==> config.mk <==
export PLATFORM = sky130hd
export DESIGN_NAME = gpr_wport_arb
export DESIGN_NICKNAME = d
export VERILOG_FILES = /design/src/rtl/gpr_pkg.sv /design/src/rtl/gpr_wfifo.sv /design/src/rtl/gpr_wport_arb.sv
export SDC_FILE = /design/constraint.sdc
export NUM_CORES = 1
export LEC_CHECK = 0
export ABC_AREA = 1
export BUFFER_PORTS_ARGS = -buffer_cell sky130_fd_sc_hd__buf_2
export CAP_MARGIN = 25
export CORE_MARGIN = 8
export CORE_UTILIZATION = 42
export CTS_BUF_LIST = sky130_fd_sc_hd__clkbuf_2
export CTS_CLUSTER_DIAMETER = 50
export DETAILED_ROUTE_END_ITERATION = 16
export PLACE_DENSITY_LB_ADDON = 0.25
export RECOVER_POWER = 50
export SETUP_SLACK_MARGIN = 0.1
export SYNTH_ARGS = -nofsm -noshare
export SYNTH_HDL_FRONTEND = slang
export SYNTH_SLANG_ARGS = --single-unit
==> constraint.sdc <==
create_clock -name clk -period 1.97 [get_ports clk]
set_input_delay 0.0985 -clock clk [delete_from_list [all_inputs] [get_ports clk]]
set_output_delay 0.0985 -clock clk [all_outputs]
set_load 0.02 [all_outputs]
==> src/rtl/gpr_pkg.sv <==
// rtl/gpr_pkg.sv - shared constants and helpers for the GPR write-port arbiter
// Purpose: register-file geometry and the "effective write" rule shared by
//          the arbiter and its pending-write queue. No ports.
package gpr_pkg;

    localparam int NREGS = 32;
    localparam int AW    = $clog2(NREGS);
    localparam int DW    = 32;
    localparam logic [AW-1:0] REG_ZERO = '0;

    // r0 is hardwired to zero, so a write aimed at it is no write at all.
    function automatic logic is_wr(input logic we, input logic [AW-1:0] a3);
        return we && (a3 != REG_ZERO);
    endfunction

endpackage

==> src/rtl/gpr_wfifo.sv <==
// rtl/gpr_wfifo.sv - in-order pending-write queue with per-entry live bits
// Purpose: buffers requester-1 register writes. Entries can be killed in
//          place (squash) by a younger pipeline write to the same register;
//          killed entries still occupy a slot until they reach the head.
// Ports:
//   clk, rst_n                  clock, asynchronous active-low reset
//   push, push_addr, push_data  enqueue a live entry (caller guarantees !full)
//   pop                         drop the head entry (caller guarantees !empty)
//   squash, squash_addr         kill every queued entry with this address
//   q1_a/q2_a -> q1_hit/q2_hit  some live entry targets the queried address
//   head_live/addr/data         head entry view
//   empty, full, cnt            occupancy, dead entries included
module gpr_wfifo
    import gpr_pkg::*;
#(
    parameter int DEPTH = 4
) (
    input  logic                       clk,
    input  logic                       rst_n,
    input  logic                       push,
    input  logic [AW-1:0]              push_addr,
    input  logic [DW-1:0]              push_data,
    input  logic                       pop,
    input  logic                       squash,
    input  logic [AW-1:0]              squash_addr,
    input  logic [AW-1:0]              q1_a,
    input  logic [AW-1:0]              q2_a,
    output logic                       q1_hit,
    output logic                       q2_hit,
    output logic                       head_live,
    output logic [AW-1:0]              head_addr,
    output logic [DW-1:0]              head_data,
    output logic                       empty,
    output logic                       full,
    output logic [$clog2(DEPTH):0]     cnt
);

    localparam int PW = $clog2(DEPTH);
    localparam int CW = PW + 1;

    logic [DEPTH-1:0] live;
    logic [AW-1:0]    addr_mem [DEPTH];
    logic [DW-1:0]    data_mem [DEPTH];
    logic [PW-1:0]    rd_ptr;
    logic [PW-1:0]    wr_ptr;

    assign empty     = (cnt == '0);
    assign full      = (cnt == CW'(DEPTH));
    assign head_live = !empty && live[rd_ptr];
    assign head_addr = addr_mem[rd_ptr];
    assign head_data = data_mem[rd_ptr];

    // Live bits are cleared on pop as well, so a free slot is never live and
    // the hit search needs no occupancy mask.
    always_comb begin
        q1_hit = 1'b0;
        q2_hit = 1'b0;
        for (int i = 0; i < DEPTH; i++) begin
            if (live[i] && (addr_mem[i] == q1_a)) q1_hit = 1'b1;
            if (live[i] && (addr_mem[i] == q2_a)) q2_hit = 1'b1;
        end
    end

    // Squash is applied before push so an entry enqueued in the same cycle
    // as a matching pipeline write stays live (it is the younger write).
    always_ff @(posedge clk or negedge rst_n) begin
        if (!rst_n) begin
            live   <= '0;
            rd_ptr <= '0;
            wr_ptr <= '0;
            cnt    <= '0;
        end else begin
            for (int i = 0; i < DEPTH; i++) begin
                if (squash && (addr_mem[i] == squash_addr)) live[i] <= 1'b0;
            end
            if (pop) begin
                live[rd_ptr] <= 1'b0;
                rd_ptr       <= rd_ptr + PW'(1);
            end
            if (push) begin
                live[wr_ptr] <= 1'b1;
                wr_ptr       <= wr_ptr + PW'(1);
            end
            cnt <= cnt + CW'(push) - CW'(pop);
        end
    end

    always_ff @(posedge clk) begin
        if (push) begin
            addr_mem[wr_ptr] <= push_addr;
            data_mem[wr_ptr] <= push_data;
        end
    end

endmodule

==> src/rtl/gpr_wport_arb.sv <==
// rtl/gpr_wport_arb.sv - GPR write-port arbiter and pending-write scoreboard
// Purpose: shares the single register-file write port between the pipeline
//          W stage (fixed priority) and a queued valid/ready return path,
//          reports pending writes for hazard checks and requests a W-stage
//          bubble when the queue head has been starved for MAX_WAIT cycles.
// Ports:
//   clk, rst_n                    clock, asynchronous active-low reset
//   w0_we, w0_a3, w0_wd           pipeline write
//   w1_valid, w1_ready, w1_a3, w1_wd  return-path write handshake
//   q1_a/q1_busy, q2_a/q2_busy    decode source pending-write query
//   stall                         bubble request to the pipeline
//   gpr_we, gpr_a3, gpr_wd        register-file write port
//   fifo_cnt                      queue occupancy
module gpr_wport_arb
    import gpr_pkg::*;
#(
    parameter int DEPTH    = 4,
    parameter int MAX_WAIT = 3
) (
    input  logic                    clk,
    input  logic                    rst_n,
    input  logic                    w0_we,
    input  logic [AW-1:0]           w0_a3,
    input  logic [DW-1:0]           w0_wd,
    input  logic                    w1_valid,
    output logic                    w1_ready,
    input  logic [AW-1:0]           w1_a3,
    input  logic [DW-1:0]           w1_wd,
    input  logic [AW-1:0]           q1_a,
    input  logic [AW-1:0]           q2_a,
    output logic                    q1_busy,
    output logic                    q2_busy,
    output logic                    stall,
    output logic                    gpr_we,
    output logic [AW-1:0]           gpr_a3,
    output logic [DW-1:0]           gpr_wd,
    output logic [$clog2(DEPTH):0]  fifo_cnt
);

    localparam int WW = $clog2(MAX_WAIT + 1);

    logic          w0;
    logic          push;
    logic          pop;
    logic          q1_hit;
    logic          q2_hit;
    logic          head_live;
    logic [AW-1:0] head_addr;
    logic [DW-1:0] head_data;
    logic          empty;
    logic          full;
    logic [WW-1:0] wait_cnt;
    logic [WW-1:0] wait_nxt;

    assign w0       = is_wr(w0_we, w0_a3);
    assign w1_ready = !full;
    // A write to r0 completes the handshake but is dropped here.
    assign push     = w1_valid && w1_ready && (w1_a3 != REG_ZERO);
    // Dead heads drain without using the port; a live head waits for w0.
    assign pop      = !empty && !(head_live && w0);

    assign q1_busy  = (q1_a != REG_ZERO) && q1_hit;
    assign q2_busy  = (q2_a != REG_ZERO) && q2_hit;

    gpr_wfifo #(.DEPTH(DEPTH)) u_fifo (
        .clk         (clk),
        .rst_n       (rst_n),
        .push        (push),
        .push_addr   (w1_a3),
        .push_data   (w1_wd),
        .pop         (pop),
        .squash      (w0),
        .squash_addr (w0_a3),
        .q1_a        (q1_a),
        .q2_a        (q2_a),
        .q1_hit      (q1_hit),
        .q2_hit      (q2_hit),
        .head_live   (head_live),
        .head_addr   (head_addr),
        .head_data   (head_data),
        .empty       (empty),
        .full        (full),
        .cnt         (fifo_cnt)
    );

    always_comb begin
        gpr_we = 1'b0;
        gpr_a3 = REG_ZERO;
        gpr_wd = '0;
        if (w0) begin
            gpr_we = 1'b1;
            gpr_a3 = w0_a3;
            gpr_wd = w0_wd;
        end else if (head_live) begin
            gpr_we = 1'b1;
            gpr_a3 = head_addr;
            gpr_wd = head_data;
        end
    end

    // Blocked exactly when the head is live and w0 owns the port; every other
    // case (pop, empty, dead head) restarts the count.
    always_comb begin
        wait_nxt = '0;
        if (head_live && w0) begin
            wait_nxt = (wait_cnt == WW'(MAX_WAIT)) ? wait_cnt : wait_cnt + WW'(1);
        end
    end

    always_ff @(posedge clk or negedge rst_n) begin
        if (!rst_n) begin
            wait_cnt <= '0;
            stall    <= 1'b0;
        end else begin
            wait_cnt <= wait_nxt;
            stall    <= (wait_nxt == WW'(MAX_WAIT));
        end
    end

endmodule

---- Word-level counts from Yosys, hierarchy flattened ----
Memories as Yosys holds them, arrays and structs flattened.
Index checks and enable logic that the tools add are counted.
operators by class
  add/subtract/negate cells ............... 5
  magnitude comparators ................... 4
  equal/unequal tests ..................... 15
  mux-type cells .......................... 30
  bitwise logic cells ..................... 3
  reductions and logical operators ........ 30
operators with widths
  operator                                                            number
  2-to-1 mux 32 bit                                                   2
  equality test 5 bit                                                 12
  logical AND 1 bit                                                   22
  nonzero test 5 bit                                                  4
  2-to-1 mux 1 bit                                                    19
  2-to-1 mux 5 bit                                                    2
  2-to-1 mux 4 bit                                                    2
  adder 2 x 1 -> 2 bit (second input constant)                        3
  < comparator 2 x 3 -> 1 bit (second input constant)                 2
  AND 4 bit                                                           1
  demux 1 bit (select 2 bit)                                          2
  equality test 2 bit (second input constant)                         2
  greater-or-equal comparator 2 x 1 -> 1 bit (second input constant)  2
  2-to-1 mux 2 bit                                                    2
  NOT 4 bit                                                           1
  OR 4 bit                                                            1
  adder 3 x 1 -> 3 bit                                                1
  equality test 3 bit (second input constant)                         1
  logical NOT 1 bit                                                   3
  logical NOT 3 bit                                                   1
  subtractor 3 x 1 -> 3 bit                                           1
  binary-select mux 1 bit (select 2 bit)                              1
storage, ports and cells
  register bits after elaboration ......... 14
  memory bits (writable) .................. 148
  input port bits ......................... 88
  output and inout bits ................... 45
  memories kept ........................... 2
memories
  name             words  bits a word  rd ports  clocked after memory_dff  wr ports  RTL line         text
  u_fifo.data_mem  4      32           1         0                         1         gpr_wfifo.sv:43  logic [DW-1:0] data_mem [DEPTH];
  u_fifo.addr_mem  4      5            5         0                         1         gpr_wfifo.sv:42  logic [AW-1:0] addr_mem [DEPTH];

---- Longest topological paths before layout ----
  depth after elaboration ................. 9
  mapped depth ............................ 15
  depth with buffers taken out ............ 14

---- By module ----
From an unflattened synthesis, not the netlist that was laid out.
second synthesis, totals
  cell total of the unflattened synthesis .. 909
  area, all modules ....................... 8106.5 um^2
modules (own cells, without submodules)
  module         instances  cells each  area each (um^2)
  gpr_wfifo      1          671         7064.3
  gpr_wport_arb  1          238         1042.2

---- Worst setup path before layout ----
OpenSTA, ideal clock, no wires.
  path kind ............................... register to register
  start ................................... register u_fifo.cnt[1]
  end ..................................... memory u_fifo.addr_mem[0][0] in the netlist's numbering, enable pin
  setup time .............................. 392 ps
  data arrival time ....................... 1929 ps
  data required time ...................... 1578 ps
  setup slack ............................. -350 ps
  stages on the path, launching flop included .. 7
  buffers on the path ..................... 0
  period minus slack after synthesis ...... 2320 ps
  path through ............................ dfrtp_1 > inv_1 > nand3_1 > nand3_1 > inv_1 > nand2_1 > inv_1
on the way
  longest elaborated chain between the ends .. 6
ends and longest elaborated chain
  item                                    RTL line             text
  start: declaration                      gpr_wfifo.sv:35      output logic [$clog2(DEPTH):0] cnt
  start signal: assignment                gpr_wfifo.sv:84      cnt <= cnt + CW'(push) - CW'(pop);
  equality test 3 bit                     gpr_wfifo.sv:48      assign full = (cnt == CW'(DEPTH));
  logical NOT 1 bit                       gpr_wport_arb.sv:56  assign w1_ready = !full;
  net w1_ready                            gpr_wport_arb.sv:26  output logic w1_ready,
  logical AND 1 bit (2 in series)         gpr_wport_arb.sv:58  assign push = w1_valid && w1_ready && (w1_a3 != REG_ZERO);
  net push                                gpr_wport_arb.sv:43  logic push;
  2-to-1 mux 1 bit                        gpr_wfifo.sv:89      if (push) begin
  2-to-1 mux 1 bit (implied by the code)  gpr_wfifo.sv:90      addr_mem[wr_ptr] <= push_addr;
  end: declaration                        gpr_wfifo.sv:42
The timed path passes the listed nets, and every way through them passes these cells.

---- Worst setup path in the final report ----
  start ................................... register u_fifo.rd_ptr[0]
  end ..................................... register u_fifo.cnt[2]
on the way
  longest elaborated chain between the ends .. 7
ends and longest elaborated chain
  item                                    RTL line             text
  start: declaration                      gpr_wfifo.sv:44      logic [PW-1:0] rd_ptr;
  start signal: assignment                gpr_wfifo.sv:78      rd_ptr <= rd_ptr + PW'(1);
  binary-select mux 1 bit (select 2 bit)  gpr_wfifo.sv:49      assign head_live = !empty && live[rd_ptr];
  2-to-1 mux 1 bit (implied by the code)  gpr_wfifo.sv:49
  logical AND 1 bit                       gpr_wfifo.sv:49
  logical AND 1 bit                       gpr_wport_arb.sv:60  assign pop = !empty && !(head_live && w0);
  logical NOT 1 bit                       gpr_wport_arb.sv:60
  logical AND 1 bit                       gpr_wport_arb.sv:60
  subtractor 3 x 1 -> 3 bit               gpr_wfifo.sv:84
Every way passes these cells. The select of a mux whose other input is x is not followed.
A chain may end at the register's enable or synchronous reset.

==> out/results.tsv <==
metric	value	unit
cts_tree	yes	
cpMaxStageDelayCell	dfrtp_2	
final_common_cell	nand2_1	
worst_slew_pin_slew	689	ps
worst_slack	-499	ps
slew_headroom	53.9	%
io_pins	133	
grt_pass1_wl	34800	um
vias	6644	
synth_top_area_share	56.4	%
via_per_inst	5.21	
critical_path_peak_fanout	6	
rows	50	
hold_slack	-143	ps
p_leak	0.00417	uW
core	0.0186	mm^2
end_kind	flip-flop	
setup_violations	42	
area_growth	31.3	%
yosys-top-cells-area	edfxtp_1 56%, nand2_1 9.6%, o21ai_0 6.6%	
syn_nets	907	
critPathLaunchType	flip-flop	
antenna_found_initial	1	
design.die.area	0.0234	mm^2
ir_drop	665	uV
fin_worst_skew	36.0	ps
power.density	1370	mW/mm^2
final.setup.tns	-18180	ps
synth-seq-cells	162	
status	complete, but fails checks	
dp_hpwl	13900	um
worst-endpoint-required	2620	ps
drc_errors	0	
violations	hold timing, setup timing	
slew_violations	0	
power	14200	uW
yosys_warnings	0	
cts.sinks	162	
cts_made_buffers	17	
grt_setup_unrepaired	true	
cts_root_buf	clkbuf_2	
clk_latency	740	ps
start_util	42.4	%
hold_path.class	in2reg	
syn_inst	809	
fmax	405	MHz
ctsHoldBuffers	45	
grt_max_degree	52	
grtUsageTotal	18.8	%
synth_seq_area_share	60.8	%
dr.pass1.iters	6	
port-buffer-count	132	
clockBufferDepth	2	
fin_crit	2470	ps
post-route-period-util	125	%
netlist_area	0.00788	mm^2
cpLargestDelayFamily	flip-flops	
fp.dieH	153	um
drive_gt1_share	25.2	%
nFillCells	1651	
crit_chain	inv_6, nand2_1, nand3_2, nand2_4, buf_4, buf_6, nand3_4, nand2_2, inv_2, nand2_1, nand2_1, ha_2, inv_1, fa_2, xnor2_2, xor2_1	
first_global_vias	6628	
cts.reportedPaths.clkPinSlew	250	ps
critical_path_class	reg2reg	
ant_nets	0	
htree_levels	4	
synth_cell_types	30	
mostFrequentLayoutCells	196 x nand2_1, 148 x edfxtp_1, 111 x nor2_1, 84 x o21ai_0, 57 x buf_2	
avgRoutedWirePerCell	18.0	um
synth-edff-count	148	
dieWidth	153	um
drt-initial-drc-count	425	
final_nets	1126	
syn_avg_cell_area	9.75	um^2
max-cap-violations	0	
path_buf_inv	5	
max_stage_delay	550	ps
synthFlopType	edfxtp_1	
cp_common_cell	nand2_1	
synth.largest_area_cell	edfxtp_1	
wl	22900	um
cp.arrival	3110	ps
grt_remaining_overflow	0	
async_flop_share	8.64	%
hold_viol_final	6	
place.gp.congestion	0.927	
==> final cells by class <==
cell class / count / area (um^2) / share of cell area, %
Multi-Input combinational cell: 556 / 2810 / 27.2
Inverter: 55 / 239 / 2.31
Sequential cell: 162 / 4800 / 46.4
Tap cell: 234 / 293 / 2.83
Timing Repair Buffer: 236 / 1970 / 19.0
Antenna cell: 1 / 2.50 / 0.0242
Clock buffer: 17 / 85.1 / 0.822
Clock inverter: 15 / 146 / 1.41
==> worst reg2reg max path: stages, from the launching register on <==
cell	delay, ps
dfrtp_2	550
inv_6	160
nand2_1	100
nand3_2	90
nand2_4	80
buf_4	140
buf_6	120
nand3_4	50
nand2_2	60
inv_2	50
nand2_1	60
nand2_1	70
ha_2	170
inv_1	50
fa_2	350
xnor2_2	140
xor2_1	140
==> final timing paths <==
path	startpoint	endpoint	cells after the start	slack, ps
max	u_fifo.rd_ptr[0]$_DFFE_PN0P_	u_fifo.cnt[2]$_DFF_PN0_	16	-500
min	w0_we	wait_cnt[1]$_DFF_PN0_	6	-140
max reg2reg	u_fifo.rd_ptr[0]$_DFFE_PN0P_	u_fifo.cnt[2]$_DFF_PN0_	16	-500
min reg2reg	wait_cnt[0]$_DFF_PN0_	wait_cnt[0]$_DFF_PN0_	1	470
max in group asynchronous	rst_n	u_fifo.cnt[2]$_DFF_PN0_	3	1070
min in group asynchronous	rst_n	wait_cnt[1]$_DFF_PN0_	3	420
==> sequential cells by signal (all words and copies together), names as in the netlist <==
signal / count
u_fifo.addr_mem: 20
u_fifo.rd_ptr: 2
wait_cnt: 2
u_fifo.live: 4
u_fifo.data_mem: 128
u_fifo.wr_ptr: 2
u_fifo.cnt: 3
stall: 1
==> cells in the mapped netlist, types with 8 or more instances <==
cell type    n
edfxtp_1   148
nand2_1    201
a21oi_1     18
dfrtp_1     14
o21ai_1     27
o21ai_2      8
ha_1         9
buf_2       15
inv_1       51
o21ai_0    104
nand3_1     16
o22ai_1     32
nor2_1     113
==> metal layers <==
layer | global-route usage, % | vias up | routed length [um]
met5 | 0 | - | 0
met4 | 7.26 | 0 | 403
met3 | 4.26 | 29 | 1320
met2 | 31.9 | 244 | 11200
met1 | 23.1 | 3159 | 10100
li1 | - | 3212 | -
==> power breakdown <==
part           leakage [uW]  switching (uW)  total [uW]  internal, uW
combinational       0.00251            4460        7520          3060
clock              0.000136            1240        1740           493
sequential          0.00152             357        4900          4540
==> timing repair <==
item | CTS | global route
pin swaps | 14 | 15
hold endpoints to repair | 174 | 9
setup endpoints to repair | 42 | 44
buffers inserted | 18 | 10
resized for setup | 105 | 43
gates cloned | 3 | 5
==> cell families (layout without fill, tap and decap cells) <==
family / after synthesis / after routing / share of synthesized area [%]
compound gates: 190 / 190 / 13.0
xor+xnor: 12 / 12 / 1.33
fa+ha+maj: 10 / 10 / 1.68
buf+inv: 91 / 323 / 5.57
flops: 162 / 162 / 60.8
other cells: 0 / 1 / 0
simple gates: 344 / 344 / 17.6
==> metrics by stage <==
stage	utilization, %	std cells	setup slack (ps)	hold WS [ps]	cell area [um^2]
2_1_floorplan	-	809	-11.7	-197	7940
6_report	55.7	1276	-499	-143	10300
5_1_grt	55.7	1276	-641	-220	10300
4_1_cts	54.5	1266	-482	-233	10100
3_5_place_dp	48.3	1168	17.6	26.5	8970
3_3_place_gp	48.3	1168	68.4	20.4	8970
No activity file was read; power rests on OpenSTA's default activity.
